==> src/rtl/if_fetch_pkg.sv <==
// Shared widths, reset vector, FSM encodings and the IF/ID record for the fetch stage.
package if_fetch_pkg;

    localparam int ADDR_BUS = 32;
    localparam int INST_BUS = 32;

    localparam logic [ADDR_BUS-1:0] RESET_PC_DEF = 32'hbfc0_0000;

    localparam logic [1:0] ST_RESET = 2'd0;
    localparam logic [1:0] ST_REQ   = 2'd1;
    localparam logic [1:0] ST_HOLD  = 2'd2;

    typedef struct packed {
        logic                valid;
        logic [ADDR_BUS-1:0] addr;
        logic [INST_BUS-1:0] inst;
    } if_id_t;

    // Sequential fetch address; wraps modulo 2^32.
    function automatic logic [ADDR_BUS-1:0] pc_inc(input logic [ADDR_BUS-1:0] pc);
        return pc + 32'd4;
    endfunction

endpackage

==> src/rtl/if_fetch_if.sv <==
// Variable-latency instruction-ROM handshake: request held until ready.
interface if_fetch_if import if_fetch_pkg::*; ();

    logic                en;
    logic [ADDR_BUS-1:0] addr;
    logic                ready;
    logic [INST_BUS-1:0] rdata;

    modport master (output en, output addr, input ready, input rdata);
    modport slave  (input en, input addr, output ready, output rdata);

endinterface

==> src/rtl/if_fetch_if_id_reg.sv <==
// IF/ID pipeline register: clear beats load, load beats bubble, otherwise hold.
module if_id_reg import if_fetch_pkg::*; (
    input  logic   clk,
    input  logic   rst,
    input  logic   load,
    input  logic   bubble,
    input  if_id_t d,
    output if_id_t q
);

    // Register update with synchronous active-low clear.
    always_ff @(posedge clk) begin
        if (!rst) begin
            q <= '0;
        end else if (load) begin
            q <= d;
        end else if (bubble) begin
            q <= '0;
        end
    end

endmodule

==> src/rtl/if_fetch.sv <==
// Instruction-fetch stage: owns the PC, drives the ROM handshake, feeds IF/ID.
//
// state    | meaning
// ---------+---------------------------------------------------------------
// ST_RESET | reset held or just released; no request, pc = RESET_PC
// ST_REQ   | request at pc outstanding; issue on ready unless stalled
// ST_HOLD  | word captured in inst_buf during a stall; waiting to issue it
module if_fetch import if_fetch_pkg::*; #(
    parameter logic [ADDR_BUS-1:0] RESET_PC = RESET_PC_DEF
) (
    input  logic                clk,
    input  logic                rst,
    input  logic                stall_in,
    input  logic                branch_flag,
    input  logic [ADDR_BUS-1:0] branch_addr,
    if_fetch_if.master          rom,
    output logic                if_valid,
    output logic [ADDR_BUS-1:0] if_addr,
    output logic [INST_BUS-1:0] if_inst
);

    logic [1:0]          state;
    logic [1:0]          state_nxt;
    logic [ADDR_BUS-1:0] pc;
    logic [ADDR_BUS-1:0] next_pc;
    logic [ADDR_BUS-1:0] br_tgt;
    logic                br_pending;
    logic [INST_BUS-1:0] inst_buf;
    logic                in_req;
    logic                in_hold;
    logic                got_word;
    logic                issue;
    logic                take;
    logic                bubble;
    if_id_t              ifid_d;
    if_id_t              ifid_q;

    // Handshake decode, issue/branch decisions and the candidate IF/ID word.
    always_comb begin
        in_req   = (state == ST_REQ);
        in_hold  = (state == ST_HOLD);
        got_word = in_req & rom.ready;
        issue    = ~stall_in & (got_word | in_hold);
        take     = branch_flag & if_valid & ~stall_in;
        bubble   = in_req & ~rom.ready & ~stall_in;
        // A branch taken alongside an issue redirects immediately; otherwise it is
        // remembered so the fetch after the delay slot goes to the target.
        next_pc  = take ? branch_addr : (br_pending ? br_tgt : pc_inc(pc));
        rom.en   = in_req;
        rom.addr = pc;
        ifid_d.valid = 1'b1;
        ifid_d.addr  = pc;
        ifid_d.inst  = in_hold ? inst_buf : rom.rdata;
    end

    // Next-state selection; a stalled response parks the word in HOLD.
    always_comb begin
        state_nxt = ST_RESET;
        case (state)
            ST_RESET: state_nxt = ST_REQ;
            ST_REQ:   state_nxt = (got_word & stall_in) ? ST_HOLD : ST_REQ;
            ST_HOLD:  state_nxt = stall_in ? ST_HOLD : ST_REQ;
            default:  state_nxt = ST_RESET;
        endcase
    end

    // FSM, PC, pending-branch and stall-buffer state.
    always_ff @(posedge clk) begin
        if (!rst) begin
            state      <= ST_RESET;
            pc         <= RESET_PC;
            br_pending <= 1'b0;
            br_tgt     <= '0;
            inst_buf   <= '0;
        end else begin
            state <= state_nxt;
            if (issue) begin
                pc         <= next_pc;
                br_pending <= 1'b0;
            end else if (take) begin
                br_pending <= 1'b1;
                br_tgt     <= branch_addr;
            end
            if (got_word & stall_in) begin
                inst_buf <= rom.rdata;
            end
        end
    end

    if_id_reg u_if_id_reg (
        .clk    (clk),
        .rst    (rst),
        .load   (issue),
        .bubble (bubble),
        .d      (ifid_d),
        .q      (ifid_q)
    );

    assign if_valid = ifid_q.valid;
    assign if_addr  = ifid_q.addr;
    assign if_inst  = ifid_q.inst;

endmodule

==> src/flat_wrapper.sv <==
// flat-port wrapper written by rule: the top's interface ports become plain ports
module if_fetch_flat import if_fetch_pkg::*;
#(
    parameter logic [ADDR_BUS-1:0] RESET_PC = RESET_PC_DEF
)
  (clk, rst, stall_in, branch_flag, branch_addr, if_valid, if_addr, if_inst, rom_en, rom_addr, rom_ready, rom_rdata);
  if_fetch_if rom_i ();
  input  logic clk;
  input  logic rst;
  input  logic stall_in;
  input  logic branch_flag;
  input  logic [ADDR_BUS-1:0] branch_addr;
  output logic if_valid;
  output logic [ADDR_BUS-1:0] if_addr;
  output logic [INST_BUS-1:0] if_inst;
  output wire logic [$bits(rom_i.en)-1:0] rom_en;
  output wire logic [$bits(rom_i.addr)-1:0] rom_addr;
  input wire logic [$bits(rom_i.ready)-1:0] rom_ready;
  input wire logic [$bits(rom_i.rdata)-1:0] rom_rdata;
  assign rom_en = rom_i.en;
  assign rom_addr = rom_i.addr;
  assign rom_i.ready = rom_ready;
  assign rom_i.rdata = rom_rdata;
  if_fetch #(.RESET_PC(RESET_PC)) u_core (.clk(clk), .rst(rst), .stall_in(stall_in), .branch_flag(branch_flag), .branch_addr(branch_addr), .rom(rom_i), .if_valid(if_valid), .if_addr(if_addr), .if_inst(if_inst));
endmodule
==> config.mk <==
export PLATFORM = sky130hd
export DESIGN_NAME = if_fetch_flat
export DESIGN_NICKNAME = d
export VERILOG_FILES = /design/src/rtl/if_fetch_pkg.sv /design/src/rtl/if_fetch_if.sv /design/src/rtl/if_fetch_if_id_reg.sv /design/src/rtl/if_fetch.sv /design/src/flat_wrapper.sv
export SDC_FILE = /design/constraint.sdc
export NUM_CORES = 1
export LEC_CHECK = 0
export BUFFER_PORTS_ARGS = -buffer_cell sky130_fd_sc_hd__buf_2
export CAP_MARGIN = 25
export CORE_ASPECT_RATIO = 0.6
export CORE_MARGIN = 3
export CORE_UTILIZATION = 54
export DETAILED_ROUTE_END_ITERATION = 12
export PLACE_DENSITY = 0.82
export SYNTH_ARGS = -nofsm -noshare
export SYNTH_HDL_FRONTEND = slang
export SYNTH_SLANG_ARGS = --single-unit
==> constraint.sdc <==
create_clock -name clk -period 2.4 [get_ports clk]
set_input_delay 0.48 -clock clk [delete_from_list [all_inputs] [get_ports clk]]
set_output_delay 0.48 -clock clk [all_outputs]
set_load 0.05 [all_outputs]
==> qor.txt, run 1 <==
===============================================================================================
Antenna violations before repair                                                              0
Number of gates given a new drive strength after cts                                          0
Number of buffers added by the clock tree synthesis step                                     17
Setup CP Type                                                                      register to register
Nature of the critical path endpoint                                                   register
Wire length of the first global-routing pass                                           34100 um
Port Buf Inserts                                                                            166
Most instantiated cells after synthesis                                            sky130_fd_sc_hd__dfxtp_1, sky130_fd_sc_hd__nand2_1, sky130_fd_sc_hd__a21oi_1, sky130_fd_sc_hd__nor2_1, sky130_fd_sc_hd__clkbuf_1
Cell with the most instances after synthesis                                       sky130_fd_sc_hd__dfxtp_1
Arrival time at the worst endpoint                                                      2.34 ns
DR vias                                                                                    7163
Highest-delay cell along the critical path                                         sky130_fd_sc_hd__or3_1
Largest fanout of any net on the critical path                                                6
Worst vdd rail ir drop                                                               0.000503 V
Power per unit of standard cell area                                                 705 nW/um2
Count of flip-flops with a built-in enable after synthesis                                    0
Routed WL per cell                                                                      17.9 um
Final number of hold-violating endpoints                                                      0
Placeable Area                                                                        12500 um2
Max Clk Rate                                                                            486 MHz
Count of hold buffers inserted by post-cts repair                                             0
Worst clock skew on the final layout                                                 0.00976 ns
Unrepaired setup endpoints after global routing                                           false
Portion of the post-synthesis area used by sequential elements                            46.2%
Total wire length                                                                      21500 um
Cells along the critical path                                                      ha_1, nand4_1, or3_1, o311ai_0, o22ai_1
Synthesized instance count                                                                  881
Netlist area before placement                                                          7110 um2
Global routing usage summed across all routing layers                                     29.0%
Worst-case reg-to-reg path depth                                                              5
Min-Delay Path Depth                                                                          3
# Post-CTS Setup Buffers                                                                      0
Maximum Capacitance Violations                                                                0
HPWL after DPL                                                                         15500 um
DIE HEIGHT                                                                              94.9 um
Minimum clock period after layout                                                       2.06 ns
Area Growth Syn to Fin                                                                    22.9%
Total of endpoints with negative setup slack in the final report                              0
Number of global-route vias before repair                                                  6434
TritonCTS sink count                                                                        164
Leading area contributor after synthesis                                           sky130_fd_sc_hd__dfxtp_1
End of the worst hold path                                                         u_core.inst_buf[23]$_SDFFE_PN0P_
DRT Pass-1 Iters                                                                              6
Most instantiated flip-flop cell in the synthesis netlist                          sky130_fd_sc_hd__dfxtp_1
Starting utilization of the core area                                                     57.1%
Post-synthesis sequential element count                                                     164
Weighted congestion reported at the end of routability-driven placement                   0.986
Number of nets produced by synthesis                                                        951
Clock input transition at the sequential cells of the worst setup and hold paths        0.07 ns
Row Count                                                                                    31
Number of vias per cell after detailed routing                                             5.96
Maximum root-to-sink buffer count                                                             2
Startpoint class of the critical path                                                  register
Setup tns final                                                                            0 ns
Data required, critical path                                                            2.68 ns
Slew Viols, Final                                                                             0
DRC Markers                                                                                   0
Floorplan die area                                                                    14600 um2
Total of warnings raised by yosys                                                             0
Post-synth cell types                                                                        59
Class of the most critical hold timing path                                        input port to register
Lkg Pwr                                                                              0.00377 uW
Antenna diode count                                                                           0
Measured slew at the worst slew-check pin                                              0.884 ns
Final Total Pwr                                                                         6160 uW
Number of top-level pins                                                                    167
Beginning of the worst hold path                                                   rom_rdata[23]
Asr flop ratio synth                                                                         0%
H-tree level count                                                                            4
Startpoint of the lowest-slack register-to-register path                           u_core.rom.addr[3]$_SDFFE_PN0P_
Worst rel slew slack                                                                      41.1%
Fraction of post-synthesis cell area in the top cell type by area                         46.2%
Average instance area after synthesis                                                  8.07 um2
Outcome                                                                            complete, no violations
Pin count of the biggest net entering global routing                                         60
Clock latency reported for the late side of the worst-skew pair                         0.42 ns
Endpoint of the most critical register-to-register path                            u_core.rom.addr[18]$_SDFFE_PN0P_
Synth area leaders                                                                 sky130_fd_sc_hd__dfxtp_1, sky130_fd_sc_hd__nand2_1, sky130_fd_sc_hd__a21oi_1
Horizontal die dimension                                                                 154 um
FF-to-FF setup slack                                                                    0.34 ns
Final Util                                                                                70.1%
Final worst path period share                                                             85.7%
Number of nets in the finished design                                                      1094
Violation count after the first detailed-routing iteration                                  843
Fraction of layout cells with a size suffix above 1                                       23.9%
Aggregate global routing overflow                                                             0
CTS tree                                                                                    yes
Hold WS                                                                                0.301 ns
Maximum single-stage delay on the critical path                                         0.51 ns
Final ANT Viol Nets                                                                           0
Clock tree root buffer cell                                                        sky130_fd_sc_hd__clkbuf_16
===============================================================================================
## layer usage
metal	share of wire (%)	GRT usage [%]	vias up
li1	-	-	3400
met1	46	44.3	3325
met2	40	38.6	414
met3	13	9.11	24
met4	1.1	8.38	0
met5	0	0	-
## placed cells by master, fill, tap and decap left out, types with 4 or more instances in the layout
master and count:
sky130_fd_sc_hd__nor2_1 116, sky130_fd_sc_hd__buf_4 26, sky130_fd_sc_hd__a22oi_1 40, sky130_fd_sc_hd__mux2i_1 34
sky130_fd_sc_hd__buf_2 166, sky130_fd_sc_hd__buf_12 6, sky130_fd_sc_hd__a221oi_1 6, sky130_fd_sc_hd__nand4_1 8
sky130_fd_sc_hd__o21ai_0 19, sky130_fd_sc_hd__a222oi_1 4, sky130_fd_sc_hd__clkbuf_16 17, sky130_fd_sc_hd__nor4_1 6
sky130_fd_sc_hd__inv_1 5, sky130_fd_sc_hd__o22ai_1 6, sky130_fd_sc_hd__and3_1 8, sky130_fd_sc_hd__inv_6 5
sky130_fd_sc_hd__and2_1 5, sky130_fd_sc_hd__o31a_1 5, sky130_fd_sc_hd__nand3_1 27, sky130_fd_sc_hd__a31oi_1 8
sky130_fd_sc_hd__nand2_1 158, sky130_fd_sc_hd__nor3_1 8, sky130_fd_sc_hd__a21oi_1 117, sky130_fd_sc_hd__dfxtp_1 164
sky130_fd_sc_hd__o211ai_1 9
## worst max-delay path by stage
stage / start / endpoint / slack (ns)
final: u_core.rom.addr[3]$_SDFFE_PN0P_ / u_core.rom.addr[18]$_SDFFE_PN0P_ / 0.34
after global routing: u_core.rom.addr[3]$_SDFFE_PN0P_ / u_core.rom.addr[18]$_SDFFE_PN0P_ / 0.22
after CTS: u_core.rom.addr[3]$_SDFFE_PN0P_ / u_core.rom.addr[18]$_SDFFE_PN0P_ / 0.38
after detailed placement: stall_in / u_core.rom.addr[7]$_SDFFE_PN0P_ / 0.31
after global placement: stall_in / u_core.rom.addr[7]$_SDFFE_PN0P_ / 0.36
after floorplan: u_core.rom.addr[2]$_SDFFE_PN0P_ / u_core.rom.addr[16]$_SDFFE_PN0P_ / 0.20
## final cells by class
cell class / count / area [um2]
multi-input cells: 637 / 3500
fillers: 1033 / 3720
clock inverters: 14 / 143
inverters: 6 / 25.0
well taps: 165 / 206
repair buffers: 198 / 1150
flip-flops and latches: 164 / 3280
clock buffers: 18 / 429
## kinds of logic (layout without fill, tap and decap cells)
group	after synthesis	in the layout	share of synthesized area, %
mux	35	35	4.95
compound gates	242	242	21.3
fa+ha+maj	1	1	0.176
buf+inv	80	236	4.75
flops	164	164	46.2
simple gates	359	359	22.6
## where the power goes
part / total, uW / internal, uW / switching, uW
logic: 654 / 200 / 454
registers: 2840 / 2790 / 51.0
clock network: 2670 / 1470 / 1200
## state kept, by name, summed over array words and instances, names as in the netlist
signal                flops
u_core.br_pending         1
u_core.u_if_id_reg.q     65
u_core.br_tgt            32
u_core.rom.addr          32
u_core.inst_buf          32
u_core.state              2
## stage by stage
step | worst slack, ns | area (um2) | instances
floorplan | 0.202 | 7110 | 881
CTS | 0.383 | 8730 | 1202
finish | 0.342 | 8730 | 1202
detailed placement | 0.312 | 8160 | 1170
global route | 0.219 | 8730 | 1202
global placement | 0.362 | 8160 | 1170
## critical path: cells and delay by family (launching register included)
kind	cells	cell delay, ns
and+or+nand+nor	2	0.77
AOI/OAI and AO/OA	2	0.47
DFF	1	0.41
adders and majority gates	1	0.27
Note: power is estimated with default switching activity, not from simulation.
==> run 2, diff against run 1 <==
--- a/config.mk
+++ b/config.mk
@@ -12,6 +12,7 @@
 export CORE_UTILIZATION = 54
 export DETAILED_ROUTE_END_ITERATION = 12
 export PLACE_DENSITY = 0.82
+export REMOVE_ABC_BUFFERS = 1
 export SYNTH_ARGS = -nofsm -noshare
 export SYNTH_HDL_FRONTEND = slang
 export SYNTH_SLANG_ARGS = --single-unit
==> qor.txt, run 2 (synthesis gave the netlist of run 1 again) <==
===============================================================================================
Outcome                                                                            complete, no violations
Highest-delay cell along the critical path                                         sky130_fd_sc_hd__nor4_2
Sum of buffers and inverters on the critical path                                             0
Antenna violations before repair                                                              1
Clock tree root buffer cell                                                        sky130_fd_sc_hd__clkbuf_16
Minimum clock period after layout                                                       2.04 ns
Final worst path period share                                                             85.2%
Clock input transition at the sequential cells of the worst setup and hold paths        0.07 ns
Starting utilization of the core area                                                     57.1%
# Post-CTS Setup Buffers                                                                      0
Lkg Pwr                                                                              0.00378 uW
Measured slew at the worst slew-check pin                                              0.844 ns
Routed WL per cell                                                                      16.8 um
Number of nets in the finished design                                                      1093
Total wire length                                                                      20200 um
Arrival time at the worst endpoint                                                      2.40 ns
Setup slack after placement                                                            0.358 ns
Clock latency reported for the late side of the worst-skew pair                         0.43 ns
Horizontal die dimension                                                                 154 um
Final ANT Viol Nets                                                                           0
Violation count after the first detailed-routing iteration                                  679
Most common library cell in the layout ignoring fill and taps                      sky130_fd_sc_hd__buf_2
Power per unit of standard cell area                                                 731 nW/um2
Weighted congestion reported at the end of routability-driven placement                   0.925
HPWL after DPL                                                                         13800 um
DIE HEIGHT                                                                              94.9 um
Area Growth Syn to Fin                                                                    22.9%
Placeable Area                                                                        12500 um2
Kind of cell adding the most delay to the critical path                            simple AND/OR/NAND/NOR gates
Floorplan die area                                                                    14600 um2
Worst rel slew slack                                                                      43.7%
Commonest non-fill, non-tap cells in the layout                                    sky130_fd_sc_hd__buf_2, sky130_fd_sc_hd__dfxtp_1, sky130_fd_sc_hd__nand2_1
Maximum root-to-sink buffer count                                                             2
Worst clock skew on the final layout                                                  0.0151 ns
Setup CP Type                                                                      register to register
Number of top-level pins                                                                    167
Slew Viols, Final                                                                             0
Data required, critical path                                                            2.75 ns
Unrepaired setup endpoints after global routing                                           false
Fin worst setup slack                                                                  0.355 ns
Pin count of the biggest net entering global routing                                         78
Number of buffers added by the clock tree synthesis step                                     17
DRC Markers                                                                                   0
Maximum Capacitance Violations                                                                0
Cells along the critical path                                                      ha_1, nand4_1, nor4_2, nand3_1, o31a_1, o211ai_1
Row Count                                                                                    31
Number of gates given a new drive strength after cts                                          0
CTS tree                                                                                    yes
Number of global-route vias before repair                                                  6096
Max Clk Rate                                                                            489 MHz
H-tree level count                                                                            4
Fraction of layout cells with a size suffix above 1                                       23.9%
Total of endpoints with negative setup slack in the final report                              0
Nature of the critical path endpoint                                                   register
Aggregate global routing overflow                                                             0
Startpoint class of the critical path                                                  register
Global routing usage summed across all routing layers                                     26.9%
Wire length of the first global-routing pass                                           31900 um
Maximum single-stage delay on the critical path                                         0.52 ns
Biggest register                                                                   u_core.u_if_id_reg.q
TritonCTS sink count                                                                        164
Largest fanout of any net on the critical path                                                6
Number of flip-flops in the largest register                                                 65
Worst vdd rail ir drop                                                               0.000558 V
Port Buf Inserts                                                                            166
Count of hold buffers inserted by post-cts repair                                             0
Final number of hold-violating endpoints                                                      0
DRT Pass-1 Iters                                                                              5
Class of the most critical hold timing path                                        input port to register
Final Util                                                                                70.2%
Number of vias per cell after detailed routing                                             5.86
DR vias                                                                                    7041
===============================================================================================
-- run 2: cell count changes in the layout (fill, tap and decap cells not counted), moves of 2 or more --
cell,before,now
sky130_fd_sc_hd__buf_12,6,2
sky130_fd_sc_hd__bufinv_16,1,3
sky130_fd_sc_hd__inv_6,5,3
sky130_fd_sc_hd__buf_4,26,29
-- run 2: routing by layer --
| layer | track usage, % | up-vias | wire [um] |
|---|---|---|---|
| met5 | 0 | - | 13 |
| met4 | 7.35 | 2 | 248 |
| met3 | 7.55 | 29 | 1830 |
| met2 | 39.0 | 309 | 8320 |
| met1 | 39.1 | 3300 | 9790 |
| li1 | - | 3401 | - |
-- run 2: path summary, 6_finish.rpt --
check	end	startpoint	slack, ns	cells after the start
worst min register to register	u_core.br_tgt[26]$_SDFFE_PN0P_	u_core.br_tgt[26]$_SDFFE_PN0P_	0.45	2
worst max-delay path	u_core.rom.addr[26]$_SDFFE_PN1P_	u_core.rom.addr[3]$_SDFFE_PN0P_	0.36	6
worst min-delay path	u_core.inst_buf[9]$_SDFFE_PN0P_	rom_rdata[9]	0.30	3
worst max register to register	u_core.rom.addr[26]$_SDFFE_PN1P_	u_core.rom.addr[3]$_SDFFE_PN0P_	0.36	6
-- run 2: tightest hold or removal path: stages --
cell and delay [ns]:
sky130_fd_sc_hd__buf_2 0.11, sky130_fd_sc_hd__nand2_1 0.05, sky130_fd_sc_hd__a21oi_1 0.05
-- run 2: final cells by class --
cell class / count / area, um2
clock inverter: 14 / 191
inverter: 6 / 25.0
timing repair buffer: 197 / 1090
tap: 165 / 206
sequential: 164 / 3280
antenna: 1 / 2.50
multi-input combinational: 637 / 3500
fill: 1036 / 3710
clock buffer: 18 / 439
-- run 2: through the flow --
stage	setup TNS, ns	area [um2]	instances	power [uW]	hold WS, ns
CTS	0	8730	1201	6410	0.285
detailed placement	0	8100	1169	3520	0.446
finish	0	8740	1202	6380	0.297
global route	0	8730	1201	6580	0.288
floorplan	-126.92	6790	807	3280	0.432
global placement	0	8100	1169	3520	0.440
-- run 2: where the power goes --
group / switching, uW / internal [uW] / leakage [uW]
logic: 443 / 193 / 0.00215
clock network: 1200 / 1710 / 0.000309
registers: 49.8 / 2790 / 0.00133
==> run 3, diff against run 2 <==
==> constraint.sdc (replaced) <==
create_clock -name clk -period 2.4 [get_ports clk]
set_input_delay 0.24 -clock clk [delete_from_list [all_inputs] [get_ports clk]]
set_output_delay 0.24 -clock clk [all_outputs]
set_load 0.05 [all_outputs]
==> qor.txt, run 3 (synthesis gave the netlist of run 1 again) <==
===============================================================================================
CTS tree                                                                                    yes
Final number of hold-violating endpoints                                                      0
Most common library cell in the layout ignoring fill and taps                      sky130_fd_sc_hd__buf_2
Fraction of layout cells with a size suffix above 1                                       23.8%
Beginning of the worst hold path                                                   branch_addr[8]
Total wire length                                                                      20300 um
Cells along the critical path                                                      ha_1, nand4_1, or3_1, nor4_1, a221oi_1, o22ai_1
Biggest register                                                                   u_core.u_if_id_reg.q
Number of buffers added by the clock tree synthesis step                                     17
Area Growth Syn to Fin                                                                    22.4%
TritonCTS sink count                                                                        164
Clock tree root buffer cell                                                        sky130_fd_sc_hd__clkbuf_16
Port Buf Inserts                                                                            166
Horizontal die dimension                                                                 154 um
Worst clock skew on the final layout                                                 0.00758 ns
Clock latency reported for the late side of the worst-skew pair                         0.42 ns
Slew Viols, Final                                                                             0
Unrepaired setup endpoints after global routing                                           false
DRC Markers                                                                                   0
Placeable Area                                                                        12500 um2
Lkg Pwr                                                                              0.00374 uW
Number of vias per cell after detailed routing                                             5.84
Number of global-route vias before repair                                                  6412
Data required, critical path                                                            2.75 ns
Nature of the critical path endpoint                                                   register
# Post-CTS Setup Buffers                                                                      0
Arrival time at the worst endpoint                                                      2.44 ns
Final worst path period share                                                             87.4%
Global routing usage summed across all routing layers                                     27.4%
Setup CP Type                                                                      register to register
H-tree level count                                                                            4
HPWL after DPL                                                                         13900 um
Post-layout instance area                                                              8700 um2
Source of the critical timing path                                                 u_core.rom.addr[2]$_SDFFE_PN0P_
Starting utilization of the core area                                                     57.1%
Row Count                                                                                    31
Worst vdd rail ir drop                                                               0.000515 V
Hold WS                                                                               0.0662 ns
Placed cell area                                                                       8120 um2
Final Util                                                                                69.9%
Maximum root-to-sink buffer count                                                             2
DIE HEIGHT                                                                              94.9 um
Power per unit of standard cell area                                                 704 nW/um2
Number of gates given a new drive strength after cts                                          0
Antenna violations before repair                                                              1
Max Clk Rate                                                                            477 MHz
Highest-delay cell along the critical path                                         sky130_fd_sc_hd__or3_1
Routed WL per cell                                                                      16.9 um
Count of hold buffers inserted by post-cts repair                                             0
Minimum clock period after layout                                                       2.10 ns
Measured slew at the worst slew-check pin                                              0.609 ns
Maximum Capacitance Violations                                                                0
Class of the most critical hold timing path                                        input port to register
Count of fill cells added during filler insertion                                          1046
Startpoint of the lowest-slack register-to-register path                           u_core.rom.addr[2]$_SDFFE_PN0P_
Aggregate global routing overflow                                                             0
DRT Pass-1 Iters                                                                              6
Number of nets in the finished design                                                      1092
Pin count of the biggest net entering global routing                                         87
Clock input transition at the sequential cells of the worst setup and hold paths        0.07 ns
Wire length of the first global-routing pass                                           32800 um
Weighted congestion reported at the end of routability-driven placement                   0.935
Floorplan die area                                                                    14600 um2
Final ANT Viol Nets                                                                           0
Violation count after the first detailed-routing iteration                                  755
Maximum single-stage delay on the critical path                                         0.53 ns
Outcome                                                                            complete, no violations
Total of endpoints with negative setup slack in the final report                              0
DR vias                                                                                    7014
Worst rel slew slack                                                                      59.0%
Largest fanout of any net on the critical path                                                7
Startpoint class of the critical path                                                  register
Number of flip-flops in the largest register                                                 65
Number of top-level pins                                                                    167
Commonest non-fill, non-tap cells in the layout                                    sky130_fd_sc_hd__buf_2, sky130_fd_sc_hd__dfxtp_1, sky130_fd_sc_hd__nand2_1
===============================================================================================
-- run 3: layer usage --
layer  up-vias  share of wire, %  track usage, %
met4         2              0.88            6.02
li1       3392                 -               -
met3        20               9.4            7.23
met5         -             0.064               0
met2       318                43            40.9
met1      3282                46            39.8
-- run 3: final timing paths --
check             slack [ns]                               end  cells past startpoint
setup / recovery        0.30  u_core.rom.addr[18]$_SDFFE_PN0P_                      6
hold / removal          0.07     u_core.br_tgt[8]$_SDFFE_PN0P_                      3
setup reg to reg        0.30  u_core.rom.addr[18]$_SDFFE_PN0P_                      6
hold reg to reg         0.45    u_core.br_tgt[26]$_SDFFE_PN0P_                      2
-- run 3: layout make-up --
| class | instances | area, um2 | share of cell area [%] |
|---|---|---|---|
| diodes | 1 | 2.50 | 0.0288 |
| well taps | 165 | 206 | 2.37 |
| multi-input cells | 637 | 3500 | 40.2 |
| clock inverters | 12 | 120 | 1.38 |
| repair buffers | 196 | 1110 | 12.7 |
| flip-flops and latches | 164 | 3280 | 37.7 |
| clock buffers | 20 | 457 | 5.25 |
| inverters | 6 | 25.0 | 0.288 |
-- run 3: where the power goes --
part	internal (uW)	switching (uW)	total, uW
sequential	2790	48.2	2840
combinational	194	444	638
clock	1500	1150	2650
-- run 3: critical path: cells and delay by family, from the launching register on --
family | cells | cell delay [ns]
AOI/OAI and AO/OA | 2 | 0.24
adders and majority gates | 1 | 0.26
DFF | 1 | 0.43
and+or+nand+nor | 3 | 1.10
-- run 3: metrics by stage --
step	std cells	TNS, ns	total power, uW	setup WS [ns]
5_1_grt	1200	0	6350	0.159
6_report	1201	0	6120	0.302
3_3_place_gp	1168	0	3520	0.479
2_1_floorplan	807	-119.00	3280	-1.18
4_1_cts	1200	0	6170	0.350
3_5_place_dp	1168	0	3530	0.374
